===== src/rtl/rv_serializer_if.sv =====
// Handshake bundle between an entry source, the rv_serializer and a beat sink.
// out_last exists only when RV_SERIALIZER_LAST_EN is defined.
interface rv_serializer_if #(
    parameter int ENTRY_WIDTH = 32,
    parameter int BEAT_WIDTH  = 8
);
    localparam int N_BEATS   = ENTRY_WIDTH / BEAT_WIDTH;
    localparam int IDX_WIDTH = (N_BEATS > 2) ? $clog2(N_BEATS) : 1;

    logic                   in_ready;
    logic                   in_valid;
    logic [ENTRY_WIDTH-1:0] in_data;
    logic                   out_ready;
    logic                   out_valid;
    logic [BEAT_WIDTH-1:0]  out_data;
    logic [IDX_WIDTH-1:0]   beat_idx;
`ifdef RV_SERIALIZER_LAST_EN
    logic                   out_last;

    modport slave  (input  in_valid, in_data, out_ready,
                    output in_ready, out_valid, out_data, beat_idx, out_last);
    modport master (output in_valid, in_data, out_ready,
                    input  in_ready, out_valid, out_data, beat_idx, out_last);
`else
    modport slave  (input  in_valid, in_data, out_ready,
                    output in_ready, out_valid, out_data, beat_idx);
    modport master (output in_valid, in_data, out_ready,
                    input  in_ready, out_valid, out_data, beat_idx);
`endif
endinterface


===== src/rtl/rv_serializer.sv =====
// Splits each ENTRY_WIDTH entry into N_BEATS beats, LSB beat first, with no bubble between entries.
// Optional feature macro: RV_SERIALIZER_LAST_EN adds out_last on the final beat of an entry.
module rv_serializer #(
    parameter int ENTRY_WIDTH = 32,
    parameter int BEAT_WIDTH  = 8
) (
    input  logic           clk,
    input  logic           rst,
    rv_serializer_if.slave bus
);
    localparam int N_BEATS   = ENTRY_WIDTH / BEAT_WIDTH;
    localparam int IDX_WIDTH = (N_BEATS > 2) ? $clog2(N_BEATS) : 1;
    localparam logic [IDX_WIDTH-1:0] LAST_IDX = IDX_WIDTH'(N_BEATS - 1);

    typedef enum logic [0:0] {
        ST_IDLE = 1'b0,
        ST_BUSY = 1'b1
    } state_e;

    generate
        if ((ENTRY_WIDTH % BEAT_WIDTH) != 0 || N_BEATS < 2) begin : g_bad_params
            $error("rv_serializer: ENTRY_WIDTH must be a multiple of BEAT_WIDTH with at least 2 beats");
        end
    endgenerate

    state_e                 state_q, state_d;
    logic [ENTRY_WIDTH-1:0] hold_q, hold_d;
    logic [IDX_WIDTH-1:0]   idx_q, idx_d;
    logic                   last_beat_s;

    assign last_beat_s = (idx_q == LAST_IDX);

    // State, hold register and beat index; reset wins over any handshake
    always_ff @(posedge clk) begin
        if (rst) begin
            state_q <= ST_IDLE;
            hold_q  <= {ENTRY_WIDTH{1'b0}};
            idx_q   <= {IDX_WIDTH{1'b0}};
        end else begin
            state_q <= state_d;
            hold_q  <= hold_d;
            idx_q   <= idx_d;
        end
    end

    // Next state: accept in IDLE, advance on beat handshake, reload on last beat
    always_comb begin
        state_d = state_q;
        hold_d  = hold_q;
        idx_d   = idx_q;
        case (state_q)
            ST_IDLE: begin
                if (bus.in_valid) begin
                    hold_d  = bus.in_data;
                    idx_d   = {IDX_WIDTH{1'b0}};
                    state_d = ST_BUSY;
                end else begin
                    state_d = ST_IDLE;
                end
            end
            ST_BUSY: begin
                if (!bus.out_ready) begin
                    state_d = ST_BUSY;
                end else if (!last_beat_s) begin
                    idx_d = idx_q + IDX_WIDTH'(1);
                end else if (bus.in_valid) begin
                    // final beat leaves while the next entry loads: no idle cycle
                    hold_d  = bus.in_data;
                    idx_d   = {IDX_WIDTH{1'b0}};
                    state_d = ST_BUSY;
                end else begin
                    hold_d  = {ENTRY_WIDTH{1'b0}};
                    idx_d   = {IDX_WIDTH{1'b0}};
                    state_d = ST_IDLE;
                end
            end
            default: begin
                hold_d  = {ENTRY_WIDTH{1'b0}};
                idx_d   = {IDX_WIDTH{1'b0}};
                state_d = ST_IDLE;
            end
        endcase
    end

    // Outputs: beat side purely from registers, in_ready the only path from out_ready
    always_comb begin
        bus.in_ready  = 1'b0;
        bus.out_valid = 1'b0;
        bus.out_data  = {BEAT_WIDTH{1'b0}};
        bus.beat_idx  = idx_q;
        case (state_q)
            ST_IDLE: begin
                bus.in_ready = 1'b1;
            end
            ST_BUSY: begin
                bus.in_ready  = last_beat_s && bus.out_ready;
                bus.out_valid = 1'b1;
                bus.out_data  = BEAT_WIDTH'(hold_q >> (int'(idx_q) * BEAT_WIDTH));
            end
            default: begin
                bus.in_ready = 1'b0;
            end
        endcase
    end

`ifdef RV_SERIALIZER_LAST_EN
    assign bus.out_last = (state_q == ST_BUSY) && last_beat_s;
`endif

endmodule


===== src/flat_wrapper.sv =====
// flat-port wrapper written by rule: the top's interface ports become plain ports
module rv_serializer_flat 
#(
    parameter int ENTRY_WIDTH = 32,
    parameter int BEAT_WIDTH  = 8
)
  (clk, rst, bus_in_valid, bus_in_data, bus_out_ready, bus_in_ready, bus_out_valid, bus_out_data, bus_beat_idx);
  rv_serializer_if #(.ENTRY_WIDTH(ENTRY_WIDTH), .BEAT_WIDTH(BEAT_WIDTH)) bus_i ();
  input  logic clk;
  input  logic rst;
  input wire logic [$bits(bus_i.in_valid)-1:0] bus_in_valid;
  input wire logic [$bits(bus_i.in_data)-1:0] bus_in_data;
  input wire logic [$bits(bus_i.out_ready)-1:0] bus_out_ready;
  output wire logic [$bits(bus_i.in_ready)-1:0] bus_in_ready;
  output wire logic [$bits(bus_i.out_valid)-1:0] bus_out_valid;
  output wire logic [$bits(bus_i.out_data)-1:0] bus_out_data;
  output wire logic [$bits(bus_i.beat_idx)-1:0] bus_beat_idx;
  assign bus_i.in_valid = bus_in_valid;
  assign bus_i.in_data = bus_in_data;
  assign bus_i.out_ready = bus_out_ready;
  assign bus_in_ready = bus_i.in_ready;
  assign bus_out_valid = bus_i.out_valid;
  assign bus_out_data = bus_i.out_data;
  assign bus_beat_idx = bus_i.beat_idx;
  rv_serializer #(.ENTRY_WIDTH(ENTRY_WIDTH), .BEAT_WIDTH(BEAT_WIDTH)) u_core (.clk(clk), .rst(rst), .bus(bus_i));
endmodule

===== config.mk =====
export PLATFORM = sky130hd
export DESIGN_NAME = rv_serializer_flat
export DESIGN_NICKNAME = d
export VERILOG_FILES = /design/src/rtl/rv_serializer_if.sv /design/src/rtl/rv_serializer.sv /design/src/flat_wrapper.sv
export SDC_FILE = /design/constraint.sdc
export NUM_CORES = 1
export LEC_CHECK = 0
export CELL_PAD_IN_SITES_DETAIL_PLACEMENT = 0
export CELL_PAD_IN_SITES_GLOBAL_PLACEMENT = 1
export CORE_ASPECT_RATIO = 0.9
export CORE_UTILIZATION = 34
export CTS_BUF_LIST = sky130_fd_sc_hd__clkbuf_4 sky130_fd_sc_hd__clkbuf_8 sky130_fd_sc_hd__clkbuf_16
export DETAILED_ROUTE_END_ITERATION = 10
export PLACE_DENSITY_LB_ADDON = 0.1
export SLEW_MARGIN = 20
export SYNTH_ARGS = -nofsm -noshare
export SYNTH_HDL_FRONTEND = slang
export SYNTH_SLANG_ARGS = --single-unit

===== constraint.sdc =====
create_clock -name clk -period 1.7 [get_ports clk]
set_input_delay 0.17 -clock clk [delete_from_list [all_inputs] [get_ports clk]]
set_output_delay 0.17 -clock clk [all_outputs]
set_load 0.02 [all_outputs]

# Word level (Yosys, flattened, before mapping)
# Cells that the tools add are included.
[word_totals]
in_bits = 36
ff_bits = 35
output_inout_bits = 12
[op_classes]
reduce_logical = 3
shifts = 1
n_mux = 16
addsub = 1
eq_ne = 4
n_bitwise = 1
[op_table]
columns = ["cell", "n"]
rows = [
  ["32-bit 2-to-1 mux", 4],
  ["32-bit one-hot mux with 2 select lines", 1],
  ["32-bit by 5-bit right shift with 8-bit output", 1],
  ["8-bit 2-to-1 mux", 1],
  ["2-bit 2-to-1 mux", 3],
  ["2-bit inequality test, second input constant", 3],
  ["1-bit 2-to-1 mux", 4],
  ["1-bit one-hot mux with 2 select lines", 2],
  ["2-bit one-hot mux with 2 select lines", 1],
  ["3-bit AND reduction", 1],
  ["2-bit by 1-bit adder with 2-bit output, second input constant", 1],
  ["2-bit equality test, second input constant", 1],
  ["2-bit AND reduction", 1],
  ["1-bit logical AND", 1],
  ["1-bit NOT", 1],
]

# Longest topological paths before layout
# Gate-level depths: netlist (run 1).
[logic_depth]
depth_word = 4
mapped_depth = 6
depth_no_buf = 4

# Least setup slack after synthesis (run 1)
# No wires, ideal clock.
[synth_path]
kind = "register to output"
startpoint = "reg u_core.idx_q[0], in the netlist u_core.bus.beat_idx[0]"
endpoint = "out bus_out_data[2]"
t_arrival_ns = 1.360
slack_ns = 0.170
path_stages_with_launch = 4
cell_sequence = "dfxtp_1 > buf_6 > mux4_2 > and2_1"
[synth_via]
elab_chain_cells = 2
[synth_rtl]
columns = ["item", "line", "rtl"]
rows = [
  ["start: declaration", "rv_serializer.sv:28", "logic [IDX_WIDTH-1:0] idx_q, idx_d;"],
  ["start signal: assignment", "rv_serializer.sv:38", "idx_q <= {IDX_WIDTH{1'b0}};"],
  ["start signal: assignment", "rv_serializer.sv:42", "idx_q <= idx_d;"],
  ["32-bit by 5-bit right shift with 8-bit output", "rv_serializer.sv:98", "bus.out_data = BEAT_WIDTH'(hold_q >> (int'(idx_q) * BEAT_WIDTH));"],
  ["8-bit 2-to-1 mux", "rv_serializer.sv:91", "case (state_q)"],
  ["end: declaration", "flat_wrapper.sv:16", "output wire logic [$bits(bus_i.out_data)-1:0] bus_out_data;"],
]
# Every way passes these cells.

# Worst setup path after layout (run 1)
[layout_path]
startpoint = "reg u_core.idx_q[0], in the netlist u_core.bus.beat_idx[0]"
endpoint = "out bus_out_data[6]"
# The elaborated chain is that of the path after synthesis.

==> results of run 1 <==
-- synth_stat cells (all sizes together) --
cell	n	area (sq um)
nand2	1	3.750
inv	1	3.750
a21bo	1	10.01
ha	1	12.51
a21oi	35	175.2
or3	1	6.260
mux4	8	180.2
clkbuf	6	22.52
dfxtp	35	700.7
nand2b	1	6.260
and2	8	50.05
nand3	68	340.3
buf	16	101.4
-- area by class of cell --
| class | count | share of cell area (%) |
|---|---|---|
| Clock buffer | 6 | 3.589 |
| Multi-Input combinational cell | 124 | 34.86 |
| Tap cell | 62 | 3.371 |
| Timing Repair Buffer | 59 | 25.67 |
| Inverter | 1 | 0.1631 |
| Clock inverter | 2 | 1.523 |
| Sequential cell | 35 | 30.83 |
-- cell usage in the layout, fill, tap and decap left out, types with 6 or more instances in the layout --
cell,netlist,final
clkdlybuf4s50_1,0,37
buf_4,5,9
mux4_2,8,8
clkbuf_8,0,6
dfxtp_1,35,32
buf_6,2,8
a21oi_1,35,35
nand3_1,68,68
and2_4,0,7
-- routing by layer --
layer / vias up / share of wire (%) / track usage, %
met5: - / 0 / 0
met4: 0 / 0.64 / 5.660
li1: 747 / - / -
met3: 2 / 5.2 / 3.881
met2: 40 / 47 / 29.17
met1: 694 / 48 / 23.89
-- critical path: stages, from the launching register on --
cell and delay (ns):
dfxtp_4 0.44, mux4_2 0.52, and2_4 0.17, buf_6 0.12
-- registers in the layout, indices dropped and copies added, names as in the netlist --
name                 cells
u_core.state_q           1
u_core.bus.beat_idx      2
u_core.hold_q           32
-- power by group through the flow --
stage          registers [mW]  clock network (mW)  logic, mW
2_1_floorplan           0.905                   0      0.166
3_3_place_gp            0.916                   0      0.295
5_1_grt                 0.904               0.819      0.332
4_1_cts                 0.898               0.782      0.303
6_report                0.898               0.764      0.307
3_5_place_dp            0.918                   0      0.301
-- path summary, 6_finish.rpt --
check / start / to / cells after the start
worst max-delay path: u_core.bus.beat_idx[0]$_SDFFE_PP0P_ / bus_out_data[6] / 3
worst min-delay path: u_core.hold_q[13]$_SDFFE_PP0P_ / u_core.hold_q[13]$_SDFFE_PP0P_ / 2
worst max register to register: u_core.bus.beat_idx[1]$_SDFFE_PP0P_ / u_core.hold_q[1]$_SDFFE_PP0P_ / 6
worst min register to register: u_core.hold_q[13]$_SDFFE_PP0P_ / u_core.hold_q[13]$_SDFFE_PP0P_ / 2
-- through the flow --
step	TNS [ns]	power, mW	std cells	hold slack [ns]
after floorplan	0	1.071	182	0.3302
after global placement	-7.349	1.211	280	0.4483
after detailed placement	-9.266	1.218	280	0.4559
after CTS	-0.1123	1.983	289	0.4588
after global routing	-0.2594	2.055	289	0.4726
final	0	1.968	289	0.4651
-- repair_timing --
action,4_1_cts,5_1_grt
gates resized for setup,50,14
buffers inserted,1,0
hold buffers,0,0
endpoints found under the hold margin,0,0
setup endpoints to repair,45,28
-- cell families after synthesis --
| kind of cell | share of synthesized area (%) |
|---|---|
| and+or+nand+nor | 25.21 |
| AOI/OAI and AO/OA | 11.48 |
| DFF | 43.44 |
| buffers and inverters | 7.913 |
| muxes | 11.17 |
| adders and majority gates | 0.7757 |
==> flow_summary_export.csv, run 1 <==
group,metric,value,unit
route,routed_via_density,5.131,
sta,hold_violations,0,
power_and_ir_drop,p_int,1.513,mW
yosys,syn_nets,219,
route,vias,1483,
grt,antenna_found_initial,0,
grt,grt.total_usage,17.99,%
cts,root_buffer,"clkbuf_8",
power_and_ir_drop,leakage,0.8656,nW
yosys,seq_area_frac_synth,43.44,%
yosys,yosysWarningCount,0,
floorplan,num_rows,23,
route,drtIter0Drc,90,
grt,first_global_vias,1376,
place,gp_congestion,0.7315,
critical_path,critPathKind,"reg2out",
sta,setup_viol_count_final,0,
sta,final.setup.worst_slack,0.00002431,ns
hold_path,hold_path.class,"reg2reg",
route,antenna_left,0,
yosys,yosysUniqueCellTypes,16,
route,first_pass_iters,4,
route,wl_per_cell,14.69,microns
grt,grt_pass1_wl,6.782,mm
finish,nNetsFinal,263,
yosys,ys_ff_latch,35,
critical_path,start_kind,"flop",
grt,grt_max_degree,36,
critical_path,worst_ep_required_time,1.53,ns
power_and_ir_drop,p_comb_share,15.6,%
sta,rsz0062_at_grt,"yes",
critical_path,cp-end-kind,"output port",
floorplan,start_util,35.70,%
yosys,synthCells,182,
finish,final_util,50.93,%
critical_path,arrival,1.53,ns
place,post-place-ws,-0.3478,ns
cts,clock_latency,0.28,ns
floorplan,die_area,5024,sq um
sta,finClkSkew,0.008413,ns
floorplan,core-area,4518,sq um
route,drc,0,
cts,cts_buffers,5,
floorplan,num_io_pins,48,
power_and_ir_drop,netSwitchingFraction,23.12,%
finish,diodes,0,
sta,fmax,588.2,MHz
place,io_buffers,47,
finish,fillCellCount,452,
sta,max_slew.worst_pin.slew,0.3691,ns
power_and_ir_drop,seqPwrFrac,45.6,%
grt,grt_overflow,0,
finish,drive_above_1_share,21.15,%
route,drt-total-wl,4.244,mm
finish,synthToLayoutAreaGrowth,42.67,%
run_status,outcome,"completed",
sta,finalMaxSlewViolations,0,
place,place_area,2145,sq um
sta,layout_min_cycle_time,1.700,ns
power_and_ir_drop,p_sw,455.0,uW
power_and_ir_drop,clkPwrFrac,38.8,%
finish,final_area,2301,sq um
cts,cts.sinks,35,
cts,cts_tree,"yes",
power_and_ir_drop,vdd_drop_max,0.0004175,V
sta,slew_headroom,75.39,%
place,detailed_place_hpwl,2.753,mm
finish,register_area,709.4,sq um
floorplan,die_w,74.60,microns
floorplan,dieHeight,67.34,microns
sta,fin_crit_sh,100.0,%
flow_run,cap_violations,0,
critical_path,r2r_slack,0.15,ns
power_and_ir_drop,power_density,855.5,nW/um^2
cts,cts.path.max_buffers,2,
yosys,synth_area,1613,sq um
cts,path_clk_slew,0.08,ns
critical_path,crit_fanout,7,
cts,cts_max_level,2,
finish,multi_input_area,802.0,sq um
yosys,syn_area_per_cell,8.862,sq um
(Power assumes the default switching activity.)
==> inputs of run 2 (changes only) <==
--- a/config.mk
+++ b/config.mk
@@ -8,9 +8,10 @@
 export CELL_PAD_IN_SITES_DETAIL_PLACEMENT = 0
 export CELL_PAD_IN_SITES_GLOBAL_PLACEMENT = 1
 export CORE_ASPECT_RATIO = 0.9
-export CORE_UTILIZATION = 34
-export CTS_BUF_LIST = sky130_fd_sc_hd__clkbuf_4 sky130_fd_sc_hd__clkbuf_8 sky130_fd_sc_hd__clkbuf_16
+export CORE_UTILIZATION = 35
+export CTS_BUF_LIST = sky130_fd_sc_hd__clkbuf_8
 export DETAILED_ROUTE_END_ITERATION = 10
+export GPL_ROUTABILITY_DRIVEN = 0
 export PLACE_DENSITY_LB_ADDON = 0.1
 export SLEW_MARGIN = 20
 export SYNTH_ARGS = -nofsm -noshare
==> flow_summary_export.csv, run 2 (synthesized netlist as in run 1, its figures left out) <==
group,metric,value,unit
place,detailed_place_hpwl,2.684,mm
grt,first_global_vias,1384,
run_status,outcome,"completed",
floorplan,num_rows,23,
sta,setup_viol_count_final,0,
floorplan,die_area,4884,sq um
power_and_ir_drop,leakage,0.8620,nW
finish,top_register,"u_core.hold_q",
sta,slew_headroom,74.69,%
cts,cts_tree,"yes",
sta,finalMaxSlewViolations,0,
sta,finClkSkew,0.005634,ns
grt,grt.total_usage,18.96,%
route,routed_via_density,5.235,
cts,root_buffer,"clkbuf_8",
critical_path,cp-end-kind,"output port",
sta,setup-tns-final,0,ns
grt,grt_max_degree,36,
cts,cts.sinks,35,
power_and_ir_drop,p_int,1.307,mW
critical_path,start_kind,"flop",
finish,synthToLayoutAreaGrowth,40.42,%
critical_path,max_stage_delay,0.51,ns
floorplan,die_w,73.56,microns
route,antenna_left,0,
critical_path,critPathKind,"reg2out",
sta,hold_violations,0,
finish,largest_reg_flops,32,
critical_path,arrival,1.52,ns
place,io_buffers,47,
cts,hold_buffers,0,
power_and_ir_drop,p_sw,439.3,uW
sta,rsz0062_at_grt,"yes",
critical_path,worstPathCellList,"mux4_2 > and2_4 > buf_6",
grt,grt_pass1_wl,6.872,mm
cts,clock_latency,0.28,ns
floorplan,core-area,4432,sq um
sta,layout_min_cycle_time,1.691,ns
grt,grt_overflow,0,
cts,cts.path.max_buffers,2,
finish,layout_common_cells,"nand3_1 (68), clkdlybuf4s50_1 (36), a21oi_1 (35), dfxtp_1 (33), buf_6 (10)",
route,drtIter0Drc,112,
finish,drive_above_1_share,19.28,%
sta,fmax,591.2,MHz
cts,cts_buffers,5,
sta,max_slew.worst_pin.slew,0.3797,ns
power_and_ir_drop,power_density,771.3,nW/um^2
finish,nNetsFinal,261,
finish,layout_commonest_cell,"nand3_1",
power_and_ir_drop,clkPwrFrac,31.0,%
power_and_ir_drop,finalPower,1.747,mW
critical_path,crit_fanout,7,
power_and_ir_drop,seqPwrFrac,51.1,%
critical_path,worst_ep_required_time,1.53,ns
power_and_ir_drop,netSwitchingFraction,25.15,%
cts,path_clk_slew,0.07,ns
floorplan,num_io_pins,48,
critical_path,path_delay_family,"multiplexers",
power_and_ir_drop,vdd_drop_max,0.0003917,V
floorplan,start_util,36.39,%
hold_path,hold_path.class,"in2reg",
route,first_pass_iters,5,
route,drt-total-wl,4.239,mm
critical_path,crit_buf_inv,1,
cts,cts_max_level,2,
place,post-place-ws,-0.3324,ns
power_and_ir_drop,p_comb_share,17.9,%
route,drc,0,
route,vias,1492,
sta,fin_crit_sh,99.49,%
critical_path,critPathSlowestCell,"mux4_2",
floorplan,dieHeight,66.40,microns
finish,diodes,0,
grt,antenna_found_initial,0,
flow_run,cap_violations,0,
route,wl_per_cell,14.87,microns
sta,final.setup.worst_slack,0.008624,ns
-- run 2: power groups by stage --
stage | combinational (mW) | sequential, mW | clock [mW]
finish | 0.312 | 0.893 | 0.541
global route | 0.340 | 0.899 | 0.598
CTS | 0.310 | 0.894 | 0.561
detailed placement | 0.306 | 0.912 | 0
global placement | 0.301 | 0.911 | 0
floorplan | 0.166 | 0.905 | 0
-- run 2: metal layers --
layer	track usage [%]	routed length, microns	vias to the layer above
li1	-	-	736
met1	25.16	2003	705
met2	29.59	1923	45
met3	5.945	267	6
met4	5.048	46	0
met5	0	0	-
-- run 2: repair_timing --
item / 4_1_cts / 5_1_grt
pin swaps: 5 / 1
gates resized for setup: 54 / 13
setup endpoints to repair: 44 / 27
setup buffers: 0 / 0
-- run 2: worst paths after layout --
kind                                        from  slack (ns)                             end  depth (start not counted)
min reg2reg        u_core.hold_q[9]$_SDFFE_PP0P_        0.46   u_core.hold_q[9]$_SDFFE_PP0P_                          2
max          u_core.bus.beat_idx[0]$_SDFFE_PP0P_       0.009                 bus_out_data[7]                          3
min                              bus_in_data[14]        0.46  u_core.hold_q[14]$_SDFFE_PP0P_                          3
max reg2reg  u_core.bus.beat_idx[1]$_SDFFE_PP0P_        0.18  u_core.hold_q[26]$_SDFFE_PP0P_                          6
-- run 2: cell type report --
| type | instances | area, sq um |
|---|---|---|
| clock inverters | 1 | 3.754 |
| clock buffers | 5 | 68.82 |
| fillers | 448 | 2167 |
| repair buffers | 57 | 600.6 |
| inverters | 1 | 3.754 |
| flip-flops and latches | 35 | 705.7 |
| multi-input cells | 124 | 804.5 |
| well taps | 62 | 77.57 |
-- run 2: metrics by stage --
| step | instances | util (%) | area [sq um] | hold WS [ns] |
|---|---|---|---|---|
| after floorplan | 182 | - | 1613 | 0.3302 |
| after global placement | 279 | 48.50 | 2150 | 0.4471 |
| final | 285 | 51.10 | 2265 | 0.4602 |
| after detailed placement | 279 | 48.50 | 2150 | 0.4574 |
| after global routing | 285 | 51.10 | 2265 | 0.4616 |
| after CTS | 285 | 50.45 | 2236 | 0.4557 |
-- run 2: tightest hold or removal path, cell delays in order --
cell and delay (ns):
clkdlybuf4s50_1 0.39, nand3_1 0.07, a21oi_1 0.06
